===== src/rtl/load_store_multiple_sequencer.sv =====
// Expands lmw/stmw into a stream of lwz/stw micro-ops for the load/store unit.
// Optional macro LSM_FLUSH_EN adds flush_i, which abandons a running sequence.
module load_store_multiple_sequencer #(
  parameter int opcodeWidth      = 6,
  parameter int regWidth         = 5,
  parameter int immWith          = 16,
  parameter int formatIndexRange = 5,
  parameter int addressSize      = 64,
  parameter int D                = 3,
  parameter int LdStUnitCode     = 2,
  parameter int lmwOpcode        = 46,
  parameter int stmwOpcode       = 47,
  parameter int lwzOpcode        = 32,
  parameter int stwOpcode        = 36
) (
  input  logic                        clock_i,
  input  logic                        reset_i,
  input  logic                        enable_i,
  input  logic [1:0]                  functionalUnitCode_i,
  input  logic [opcodeWidth-1:0]      opCode_i,
  input  logic [formatIndexRange-1:0] instructionFormat_i,
  input  logic [63:0]                 operand2_i,
  input  logic [regWidth-1:0]         reg1Address_i,
  input  logic [regWidth-1:0]         reg2Address_i,
  input  logic [immWith-1:0]          imm_i,
  output logic                        busy_o,
  output logic                        rejected_o,
  output logic                        error_o,
  output logic                        uopValid_o,
  input  logic                        uopReady_i,
  output logic [opcodeWidth-1:0]      uopOpCode_o,
  output logic [addressSize-1:0]      uopAddress_o,
  output logic [regWidth-1:0]         uopRegAddress_o,
  output logic                        uopLast_o,
`ifdef LSM_FLUSH_EN
  input  logic                        flush_i,
`endif
  output logic                        done_o
);

  typedef enum logic [0:0] {IDLE, ISSUE} state_t;

  state_t                 state_q;
  logic                   busy_q, rejected_q, error_q, done_q;
  logic                   uop_valid_q, uop_last_q;
  logic [opcodeWidth-1:0] uop_opcode_q;
  logic [addressSize-1:0] uop_addr_q;
  logic [regWidth-1:0]    uop_reg_q;

  logic                   is_lmw_d, is_stmw_d, qualify_d, invalid_d;
  logic                   xfer_d, final_xfer_d, can_accept_d, flush_d;
  logic [addressSize-1:0] ea_d;

  // Handshake: a micro-op moves at an edge where uopValid_o && uopReady_i;
  // the uop outputs only change after such a transfer, so they are stable
  // for as long as uopReady_i stays low.
  always_comb begin
    is_lmw_d     = (opCode_i == opcodeWidth'(lmwOpcode));
    is_stmw_d    = (opCode_i == opcodeWidth'(stmwOpcode));
    qualify_d    = enable_i
                && (functionalUnitCode_i == 2'(LdStUnitCode))
                && (instructionFormat_i == formatIndexRange'(D))
                && (is_lmw_d || is_stmw_d);
    invalid_d    = is_lmw_d && (reg2Address_i >= reg1Address_i);
    ea_d         = ((reg2Address_i == '0) ? '0 : addressSize'(operand2_i))
                 + {{(addressSize-immWith){imm_i[immWith-1]}}, imm_i};
    xfer_d       = uop_valid_q && uopReady_i;
    final_xfer_d = xfer_d && uop_last_q;
    // The final handshake edge frees the sequencer for a new request.
    can_accept_d = (state_q == IDLE) || final_xfer_d;
`ifdef LSM_FLUSH_EN
    flush_d      = flush_i;
`else
    flush_d      = 1'b0;
`endif
  end

  always_ff @(posedge clock_i) begin
    if (reset_i) begin
      state_q      <= IDLE;
      busy_q       <= 1'b0;
      rejected_q   <= 1'b0;
      error_q      <= 1'b0;
      done_q       <= 1'b0;
      uop_valid_q  <= 1'b0;
      uop_last_q   <= 1'b0;
      uop_opcode_q <= '0;
      uop_addr_q   <= '0;
      uop_reg_q    <= '0;
    end else begin
      rejected_q <= 1'b0;
      error_q    <= 1'b0;
      done_q     <= 1'b0;
      if (flush_d) begin
        state_q     <= IDLE;
        busy_q      <= 1'b0;
        uop_valid_q <= 1'b0;
        uop_last_q  <= 1'b0;
      end else begin
        if (state_q == ISSUE && xfer_d) begin
          if (uop_last_q) begin
            state_q     <= IDLE;
            busy_q      <= 1'b0;
            uop_valid_q <= 1'b0;
            uop_last_q  <= 1'b0;
            done_q      <= 1'b1;
          end else begin
            uop_addr_q <= uop_addr_q + addressSize'(4);
            uop_reg_q  <= uop_reg_q + 1'b1;
            uop_last_q <= ((uop_reg_q + 1'b1) == '1);
          end
        end
        if (qualify_d && !can_accept_d) begin
          rejected_q <= 1'b1;
        end
        // Acceptance overrides the completion assignments above.
        if (qualify_d && can_accept_d) begin
          if (invalid_d) begin
            error_q <= 1'b1;
          end else begin
            state_q      <= ISSUE;
            busy_q       <= 1'b1;
            uop_valid_q  <= 1'b1;
            uop_addr_q   <= ea_d;
            uop_reg_q    <= reg1Address_i;
            uop_last_q   <= (reg1Address_i == '1);
            uop_opcode_q <= is_lmw_d ? opcodeWidth'(lwzOpcode)
                                     : opcodeWidth'(stwOpcode);
          end
        end
      end
    end
  end

  assign busy_o          = busy_q;
  assign rejected_o      = rejected_q;
  assign error_o         = error_q;
  assign done_o          = done_q;
  assign uopValid_o      = uop_valid_q;
  assign uopLast_o       = uop_last_q;
  assign uopOpCode_o     = uop_opcode_q;
  assign uopAddress_o    = uop_addr_q;
  assign uopRegAddress_o = uop_reg_q;

endmodule


===== config.mk =====
export PLATFORM = sky130hd
export DESIGN_NAME = load_store_multiple_sequencer
export DESIGN_NICKNAME = d
export VERILOG_FILES = /design/src/rtl/load_store_multiple_sequencer.sv
export SDC_FILE = /design/constraint.sdc
export NUM_CORES = 1
export LEC_CHECK = 0
export ABC_AREA = 1
export CORE_AREA = 2 2 144 160
export CTS_CLUSTER_SIZE = 10
export DETAILED_ROUTE_END_ITERATION = 10
export DIE_AREA = 0 0 146 162
export GPL_ROUTABILITY_DRIVEN = 0
export MAX_ROUTING_LAYER = met4
export PLACE_DENSITY = 0.86
export SYNTH_ARGS = -nofsm -noshare
export SYNTH_HDL_FRONTEND = slang
export SYNTH_SLANG_ARGS = --single-unit

===== constraint.sdc =====
create_clock -name clock_i -period 2.8 [get_ports clock_i]
set_input_delay 0.42 -clock clock_i [delete_from_list [all_inputs] [get_ports clock_i]]
set_output_delay 0.42 -clock clock_i [all_outputs]
set_load 0.005 [all_outputs]

==> results of run 1 <==
## cells by family after synthesis
group                      Yosys count  share of synthesized area
and+or+nand+nor                   1151                     0.4514
buffers and inverters              386                     0.1377
AOI/OAI and AO/OA                  272                     0.1329
DFF                                 78                     0.1435
adders and majority gates           72                    0.08348
xor gates and xnor gates            62                    0.05059
other                                1                  0.0003446
## cells in the mapped netlist, types with 28 or more instances
master	instances
a21oi_1	150
dfxtp_1	78
ha_1	71
inv_1	349
nand2_1	636
nand3_1	125
nand4_1	36
nor2_1	267
nor3_1	28
o21ai_0	81
xnor2_1	28
xor2_1	33
## routing by layer
layer	track usage
met2	0.6741
met1	0.4445
met5	-
met4	0.3169
met3	0.1079
## through the flow
stage | cell area (um2) | TNS, ns | utilization | cells | hold WS (ns)
after floorplan | 10890 | 0 | - | 2025 | 0.4564
after global placement | 14730 | -28.54 | 0.6704 | 2700 | 0.4522
after detailed placement | 14730 | -32.03 | 0.6704 | 2700 | 0.4763
after CTS | 16100 | -0.3189 | 0.7329 | 2728 | 0.4856
after global routing | 16990 | -16.28 | 0.7733 | 2744 | 0.5015
## repair_timing
item | CTS | global route
endpoints found under the setup margin | 56 | 58
gates resized for setup | 203 | 205
gates cloned | 2 | 1
setup buffers | 10 | 14
pin swaps | 26 | 76
==> flow_metrics.tcl, run 1 <==
set metrics [dict create \
    syn-cell-area_mm2 0.01088 \
    status "did not finish" \
    grt_first_pass_wirelength_um 77840 \
    grt_use_total 0.4189 \
    ys_seq_elements 78 \
    grt_pass1_vias 15845 \
    rows 57 \
    yosys-top-cells-area "nand2_1 (22%), dfxtp_1 (14%), inv_1 (12%), nor2_1 (9.2%), ha_1 (8.2%)" \
    yosysTopAreaCell "nand2_1" \
    grt_max_degree 49 \
    grt_overflow 0 \
    yosysSeqAreaShare 0.1435 \
    place_hpwl_um 35640 \
    synth_edf_count 0 \
    ys_types 48 \
    clk_path_buf_depth 2 \
    failing_step "detailed routing (5_2_route)" \
    boundaryPins 188 \
    die_h_um 162 \
    syn_area_per_cell_um2 5.382 \
    io_buffers 183 \
    yosysTopAreaCellShare 0.2194 \
    place_ws_ns -0.7505 \
    floorplan.initialDensity 0.4954 \
    numCtsBuffers 9 \
    worst_endpoint "uopAddress_o[48]$_SDFF_PP0_/D" \
    yosysWarnings 0 \
    fp.dieW_um 146 \
    tool.error "[ERROR DRT-0255] Maze Route cannot find path of net clock_i in worker of routeBox ( 96600 0 ) ( 146000 48300 )." \
    htree_levels 3 \
    worst_endpoint_kind "sequential cell input" \
    cts_root_buf "clkbuf_16" \
    clock_sinks 78 \
    postCtsHoldBufs 0 \
    synthFlopType "dfxtp_1" \
    synthCells 2022 \
    async_reset_ff_frac 0 \
    antenna_found_initial 2 \
]
==> run 2, diff against run 1 <==
CORE_AREA = 2 2 168 170   (was 2 2 144 160)
CTS_CLUSTER_SIZE = default   (was 10)
DIE_AREA = 0 0 170 172   (was 0 0 146 162)
MAX_ROUTING_LAYER = default   (was met4)
PLACE_DENSITY = default   (was 0.86)
PLACE_DENSITY_LB_ADDON = 0.15   (was default)
clock period = 3.6 ns   (was 2.8 ns; I/O delays follow)
==> run 2 against run 1 <==
The run now ends clean. Synthesized cell count stayed put. Global-route usage is 13 points lower. Area after synthesis stayed put.
==> flow_metrics.tcl, run 2 <==
set metrics [dict create \
    largest_register_ff_count 64 \
    numCtsBuffers 9 \
    relSlewSlack 0.4254 \
    power.density_mw_per_mm2 225.9 \
    grt_pass1_vias 12804 \
    drt-pass1-iter-count 6 \
    yosys.cell_count.top_type "nand2_1" \
    synthCells 2022 \
    io_buffers 183 \
    floorplan.initialDensity 0.3960 \
    ys_top_cells_by_count "nand2_1 (636), inv_1 (349), nor2_1 (267)" \
    power_mw 3.228 \
    yosysTopAreaCell "nand2_1" \
    clk_path_buf_depth 2 \
    setup_viol 0 \
    wl_per_cell_um 15.77 \
    final_area_mm2 0.01429 \
    die_h_um 172 \
    final_cell_mix "nand2_1 (634), inv_1 (349), nor2_1 (267)" \
    r2r_slack_ns 1.13 \
    required_ns 3.83 \
    final_common_cell "nand2_1" \
    crit_arrival_ns 3.64 \
    min_period_ns 3.407 \
    syn_area_per_cell_um2 5.382 \
    vias 13641 \
    maxCapViolations 0 \
    critical_path.endpoint_type "flop" \
    grt_max_degree 60 \
    core_area_mm2 0.02748 \
    htree_levels 3 \
    place_ws_ns -0.1057 \
    cp_max_fo 59 \
    area_delta_synth_final_pct 31.32 \
    placed_area_mm2 0.01394 \
    syn-cell-area_mm2 0.01088 \
    status "complete, no violations" \
    drtIter0Drc 1159 \
    finalHoldViolCount 0 \
    finalWirelength_um 41900 \
    cts_tree "built" \
    final.setup.worst_slack_ns 0.1925 \
    async_reset_ff_frac 0 \
    finalClockSkew_ns 0.008483 \
    r2r-start "state_q$_SDFF_PP0_" \
    peakVddDrop_uv 176.5 \
    power.leakage_nw 6.992 \
    antenna_left 0 \
    hold_path_class "flop to flop" \
    timing.hold.ws_ns 0.4695 \
    fp.dieW_um 170 \
    yosys-top-cells-area "nand2_1 (22%), dfxtp_1 (14%), inv_1 (12%), nor2_1 (9.2%), ha_1 (8.2%)" \
    boundaryPins 188 \
    post-route-period-util 0.9465 \
    clock_sinks 78 \
    antenna_found_initial 1 \
    grt_first_pass_wirelength_um 65170 \
    path_class "input pin to flop" \
    worstHoldEndpoint "busy_o$_SDFF_PP0_" \
    num_antenna_cells 0 \
    yosysTopAreaCellShare 0.2194 \
    clk_pin_slew_ns 0.06 \
    clkLatencyLatePin_ns 0.35 \
    cts_root_buf "clkbuf_16" \
    synth_edf_count 0 \
    rr_worst_depth 11 \
    finalMaxSlewViolations 0 \
    grt_use_total 0.2843 \
    start_kind "input pin" \
    synthFlopType "dfxtp_1" \
    final_cells 2657 \
    dieArea_mm2 0.02924 \
    yosysWarnings 0 \
    place_hpwl_um 34990 \
    min-delay-start "busy_o$_SDFF_PP0_" \
    rsz0062_at_grt "false" \
    drc 0 \
    grt_overflow 0 \
    ys_types 48 \
    fin_nets 2485 \
    drt-vias-per-instance 5.134 \
    yosysSeqAreaShare 0.1435 \
    layout-drive-gt1-share 0.08048 \
    rows 61 \
    postCtsHoldBufs 0 \
    dp.cells 2641 \
    fmax_mhz 293.5 \
    hold_path_depth 2 \
    r2r_end "uopAddress_o[39]$_SDFF_PP0_" \
    ys_seq_elements 78 \
    tightest_slew_ns 0.8610 \
]
## run 2: cell counts after synthesis
No cell type changed its count.
## run 2: worst max-delay path, cell delays in order
cell,delay (ns)
clkdlybuf4s50_1,0.43
nor3_1,0.23
nand2_2,0.15
buf_12,0.20
nand2_1,0.09
inv_1,0.04
ha_1,0.33
a21oi_1,0.28
o21ai_0,0.20
a21oi_1,0.23
nor2_1,0.06
nor2_1,0.17
nand2_1,0.07
nor2_1,0.11
nor2_1,0.05
nor2_1,0.21
buf_4,0.15
a21oi_1,0.03
## run 2: layout make-up
type	instances	area [um2]
fillers	2975	13190
multi-input cells	1561	7845
repair buffers	303	2778
flip-flops and latches	78	1562
inverters	353	1325
well taps	346	432.9
clock buffers	10	239.0
clock inverters	6	108.9
## run 2: logic make-up (layout without fill, tap and decap cells)
family	after synthesis	in the layout	share of synthesized area
simple gates	1151	1151	0.4514
buf+inv	386	672	0.1377
compound gates	272	272	0.1329
flops	78	78	0.1435
fa+ha+maj	72	72	0.08348
xor+xnor	62	62	0.05059
other cells	1	4	0.0003446
## run 2: how the worst max path moves through the flow
stage                      from                           to
3_3_place_gp   reg2Address_i[3]  uopAddress_o[52]$_SDFF_PP0_
2_1_floorplan  reg2Address_i[3]  uopAddress_o[50]$_SDFF_PP0_
3_5_place_dp   reg2Address_i[3]  uopAddress_o[52]$_SDFF_PP0_
4_1_cts        reg2Address_i[3]  uopAddress_o[52]$_SDFF_PP0_
5_1_grt        reg2Address_i[3]  uopAddress_o[60]$_SDFF_PP0_
6_report       reg2Address_i[3]  uopAddress_o[52]$_SDFF_PP0_
## run 2: power by group
part / switching, mW / internal [mW]
registers: 0.000255 / 0.863
logic: 0.757 / 0.524
clock network: 0.388 / 0.695
## run 2: timing repair
item | in CTS | in global routing
setup buffers | 0 | 0
setup endpoints to repair | 0 | 1
resized for setup | 0 | 1
## run 2: routing by layer
layer	global-route usage	routed length (um)	part of all wire
met4	0.1081	1566	0.037
met5	0	13	0.00031
met3	0.02953	3150	0.075
met2	0.4827	18680	0.45
met1	0.3725	18490	0.44
## run 2: per-stage QoR
stage / setup TNS [ns] / utilization
after CTS: 0 / 0.5200
after global routing: 0 / 0.5201
after detailed placement: -0.4685 / 0.5073
final: 0 / 0.5201
after global placement: -0.3775 / 0.5073
after floorplan: 0 / -
Power figures use the tool's default switching activity.
==> RTL change 1 (settings of run 2) <==
Change the parameter `formatIndexRange` from 5 to 4.
--- a/src/rtl/load_store_multiple_sequencer.sv
+++ b/src/rtl/load_store_multiple_sequencer.sv
@@ -5,5 +5,5 @@
   parameter int regWidth         = 5,
   parameter int immWith          = 16,
-  parameter int formatIndexRange = 5,
+  parameter int formatIndexRange = 4,
   parameter int addressSize      = 64,
   parameter int D                = 3,
Ports: changed (resized instructionFormat_i); port bits go from 188 to 187. The function was not compared with the original's and may differ.
==> RTL change 1 against run 2 <==
Non-clock buffer count grew 27. Sequential cell count is the same. Wire length grew 0.75%. Cell area grew 2.5%. Synthesized cell count grew 1.6%. Core utilization grew 1.3 points. Setup slack lost 0.065 ns. Critical path type unchanged. Synthesized area grew 0.92%. Via count grew 0.84%. Register-to-register slack gained 0.12 ns. Clock power shrank 4%. Critical path depth is the same. Power grew 0.49%.
==> RTL change 1: results (changes against run 2) <==
[clocking]
cts_root_buf = clkbuf_16  ; unchanged

[synth]
seq_area_frac_synth_pct = 14.2  ; was 14.3%
synth_commonest_cells = nand2_1, inv_1, nor2_1  ; unchanged
synth.distinct_cells = 51  ; was 48
synth-compound-area-share_pct = 11.8  ; was 13.3%
yosys.area_share.xor_xnor_pct = 3.99  ; was 5.06%
synth_fa_ha_area_share_pct = 8.27  ; was 8.35%
synth_area_leaders = nand2_1, dfxtp_1, inv_1  ; unchanged

[routing]
dr_wl_met2_mm = 18.5  ; was 18.7 mm
dr.max_layer_used = met4  ; was met5
vias = 13800  ; was 13600
drt_wl_total_mm = 42.2  ; was 41.9 mm
met1Wirelength_mm = 18.4  ; was 18.5 mm
dr.pass1.iters = 8  ; was 6
wl_met3_mm = 3.83  ; was 3.15 mm
drt_iter0_drc = 956  ; was 1159

[run_status]
outcome = finished clean  ; unchanged

[sta]
hold_ws_ns = 0.462  ; was 0.470 ns
worst_clock_skew_ns = 0.0102  ; was 0.00848 ns
worst_pin_slew_ns = 0.633  ; was 0.861 ns

[setup_path]
crit_fanout = 32  ; was 59
endpoint = uopAddress_o[34]  ; was uopAddress_o[52]
timing.rr.start = uopValid_o  ; was state_q
startpoint = reg2Address_i[4]  ; was reg2Address_i[3]
reg2reg_to = uopAddress_o[56]  ; was uopAddress_o[39]
worstPathArrival_ns = 3.73  ; was 3.64 ns
reg2reg_setup_slack_ns = 1.25  ; was 1.13 ns
reg2reg_depth = 12  ; was 11

[global_route]
use_met2_pct = 46.9  ; was 48.3%
grt_use_met3_pct = 3.52  ; was 2.95%
antenna_found_initial = 2  ; was 1
grt_pass1_vias = 12800  ; about the same
grt_max_degree = 65  ; was 60
grt_util_met1_pct = 37.5  ; was 37.3%
grt_pass1_wl_mm = 64.8  ; was 65.2 mm
grtUsageTotal_pct = 28.2  ; was 28.4%

[finish]
largest_register_ffs = 64  ; unchanged
drive_gt1_share_pct = 9.88  ; was 8.05%
nets = 2542  ; was 2485

[place]
dp_hpwl_mm = 35.0  ; about the same
port_buffers = 182  ; was 183
placed_cell_area_mm2 = 0.0142  ; was 0.0139 mm^2

[power_and_ir_drop]
p_leak_nw = 7.54  ; was 6.99 nW
irDropWorstVdd_uv = 190  ; was 177 uV

[min_path]
min_from = uopOpCode_o[2]  ; was busy_o
min_to = uopOpCode_o[2]  ; was busy_o

-- RTL change 1: stage by stage --
step,TNS [ns],util (%),std cells,worst slack (ns)
6_report,0,53.3,2716,0.128
5_1_grt,-0.270,53.3,2715,-0.0627
4_1_cts,0,52.8,2712,0.292
3_5_place_dp,-0.286,51.6,2696,-0.0530
3_3_place_gp,-0.283,51.6,2696,-0.0607
2_1_floorplan,0,-,2058,0.698
-- RTL change 1: power by group --
group	total [W]	switching [W]	internal (W)
clock	0.00104	0.000409	0.000630
sequential	0.000863	0.000000471	0.000863
combinational	0.00134	0.000772	0.000569
total	0.00324	0.00118	0.00206
-- RTL change 1: timing repair --
item | 4_1_cts | 5_1_grt
setup buffers | 0 | 1
resized for setup | 0 | 24
endpoints found under the setup margin | 0 | 5
-- RTL change 1: layout make-up --
type,instances,area [um^2]
fillers,2920,12800
multi-input cells,1560,7860
repair buffers,330,3010
flip-flops and latches,78,1560
inverters,385,1450
well taps,346,433
clock buffers,10,239
clock inverters,6,92.6
diodes,1,2.50
==> RTL change 2 (config.mk and constraints of run 2) <==
Without the edit above. Put one more register stage on the output `error_o`, with the module's reset. The value now appears one clock later. The other outputs are not delayed to match.
--- a/src/rtl/load_store_multiple_sequencer.sv
+++ b/src/rtl/load_store_multiple_sequencer.sv
@@ -135,5 +135,11 @@
   assign busy_o          = busy_q;
   assign rejected_o      = rejected_q;
-  assign error_o         = error_q;
+  always_ff @(posedge clock_i) begin
+    if (reset_i) begin
+      error_o <= '0;
+    end else begin
+      error_o <= error_q;
+    end
+  end
   assign done_o          = done_q;
   assign uopValid_o      = uop_valid_q;
Formal check against the unedited RTL: not equivalent (a bounded check fails within 4 cycles, from zero or initial values and one cycle with reset_i high).
==> RTL change 2 against run 2 <==
Cell area fell by 2.5%. Wire length down 3.7%. Setup slack better by 0.0077 ns. Global-route usage down 1.7 points. Sequential cell count up 1. Power is 2.3% higher. Synthesized area decreased by 5.2%. Clock power increased by 7%. Critical path type unchanged. Critical endpoint is now uopAddress_o[24].
==> RTL change 2: results (changes against run 2) <==
[finish]
antennaDiodeCount = 0  ; unchanged
largest_register_ffs = 64  ; unchanged
nets = 2336  ; was 2485
drive_gt1_share_pct = 10.0  ; was 8.05%
finalNonFillerCells = 2508  ; was 2657

[global_route]
grt_pass1_vias = 11700  ; was 12800
grt_pass1_wl_mm = 60.9  ; was 65.2 mm
grt_max_degree = 50  ; was 60
grtUsageTotal_pct = 26.7  ; was 28.4%
antenna_found_initial = 0  ; was 1

[synth]
ys.flop_type = dfxtp_1  ; unchanged
yosysWarnings = 0  ; unchanged
avgSynthCellArea_um2 = 5.54  ; was 5.38 um^2
synth_commonest_cells = nand2_1, inv_1, nor2_1  ; unchanged
synth_area_leaders = nand2_1, dfxtp_1, inv_1  ; unchanged
synth.distinct_cells = 50  ; was 48
seq_area_frac_synth_pct = 15.3  ; was 14.3%

[setup_path]
max_stage_delay_ns = 0.45  ; was 0.43 ns
reg2reg_depth = 12  ; was 11
timing.rr.start = uopAddress_o[2]  ; was state_q
reg2reg_to = uopAddress_o[62]  ; was uopAddress_o[39]
crit_fanout = 12  ; was 59
reg2reg_setup_slack_ns = 1.23  ; was 1.13 ns
cpMaxStageDelayCell = o21ai_0  ; was clkdlybuf4s50_1
worstPathArrival_ns = 3.70  ; was 3.64 ns
path_delay_family = buffers and inverters  ; was simple AND/OR/NAND/NOR gates

[routing]
vias = 12800  ; was 13600
dr_wl_met2_mm = 17.8  ; was 18.7 mm
drt_iter0_drc = 1047  ; was 1159
met1Wirelength_mm = 18.5  ; about the same
wl_met3_mm = 3.01  ; was 3.15 mm
dr.pass1.iters = 5  ; was 6
drt_wl_total_mm = 40.3  ; was 41.9 mm
dr.max_layer_used = met4  ; was met5

[place]
place_ws_ns = -0.214  ; was -0.106 ns
dp_hpwl_mm = 33.5  ; was 35.0 mm
port_buffers = 183  ; unchanged

[clocking]
cts_buffers = 9  ; unchanged

[min_path]
hp-class = reg -> reg  ; unchanged
min_from = error_q  ; was busy_o
worstHoldPathCells = 2  ; unchanged
min_to = error_o  ; was busy_o

[power_and_ir_drop]
irDropWorstVdd_uv = 165  ; was 177 uV
p_leak_nw = 6.75  ; was 6.99 nW

[sta]
worst_pin_slew_ns = 0.541  ; was 0.861 ns
worst_clock_skew_ns = 0.00782  ; was 0.00848 ns

[run_status]
outcome = finished clean  ; unchanged

==> RTL change 2: layer usage <==
| layer | global-route usage [%] | up-vias |
|---|---|---|
| met5 | 0 | - |
| met4 | 8.81 | 0 |
| met3 | 2.68 | 65 |
| met2 | 43.6 | 523 |
| met1 | 36.9 | 5673 |
| li1 | - | 6530 |
==> RTL change 2: kinds of logic (layout without fill, tap and decap cells) <==
logic type / Yosys count / count (layout) / share of synthesized area [%]
simple gates: 1002 / 1002 / 41.7
xor+xnor: 59 / 59 / 5.01
other cells: 1 / 4 / 0.0363
compound gates: 303 / 303 / 16.1
flops: 79 / 79 / 15.3
fa+ha+maj: 72 / 72 / 8.80
buf+inv: 345 / 643 / 13.1
==> RTL change 2: metrics by stage <==
stage / hold slack (ns) / area (um^2) / setup TNS [ns] / total power [W]
after global placement: 0.402 / 13400 / -0.950 / 0.00211
after CTS: 0.408 / 13800 / 0 / 0.00327
final: 0.406 / 13900 / 0 / 0.00330
after global routing: 0.420 / 13900 / -0.0596 / 0.00348
after detailed placement: 0.400 / 13400 / -1.44 / 0.00212
after floorplan: 0.388 / 10300 / 0 / 0.00157
==> RTL change 2: final cells by class <==
type | instances | area, um^2
sequential | 79 | 1580
clock buffer | 9 | 225
tap | 346 | 433
multi-input combinational | 1440 | 7490
fill | 2921 | 13500
clock inverter | 7 | 144
timing repair buffer | 315 | 2890
inverter | 312 | 1170
==> RTL change 2: worst max path at each step <==
stage	cells past startpoint	from	slack [ns]	end
after CTS	20	reg2Address_i[3]	0.15	uopAddress_o[41]
after global placement	20	reg2Address_i[3]	-0.20	uopAddress_o[41]
after floorplan	20	reg2Address_i[3]	0.68	uopAddress_o[34]
after detailed placement	20	reg2Address_i[3]	-0.21	uopAddress_o[41]
final	18	reg2Address_i[4]	0.20	uopAddress_o[24]
after global routing	19	reg2Address_i[4]	-0.05	uopAddress_o[61]
==> RTL change 2: power by group <==
group	total, W	internal, W	switching [W]
combinational	0.00127	0.000539	0.000729
sequential	0.000874	0.000874	0.000000250
clock	0.00116	0.000751	0.000411
total	0.00330	0.00216	0.00114
==> RTL change 2: what timing repair did <==
action                                  in CTS  in global routing
endpoints found under the setup margin       0                 14
setup buffers                                0                  1
gates resized for setup                      0                 30
==> RTL change 2: worst reg2reg max path, stage by stage, from the launching register on <==
cell	delay, ns
dfxtp_1	0.40
ha_1	0.27
nand3_1	0.11
nor2_2	0.22
nand3_2	0.17
nor2_4	0.19
nand4_1	0.27
nor2_2	0.24
nand2_1	0.09
nand2_1	0.07
nand2_1	0.05
o21ai_1	0.12
nor2_1	0.06
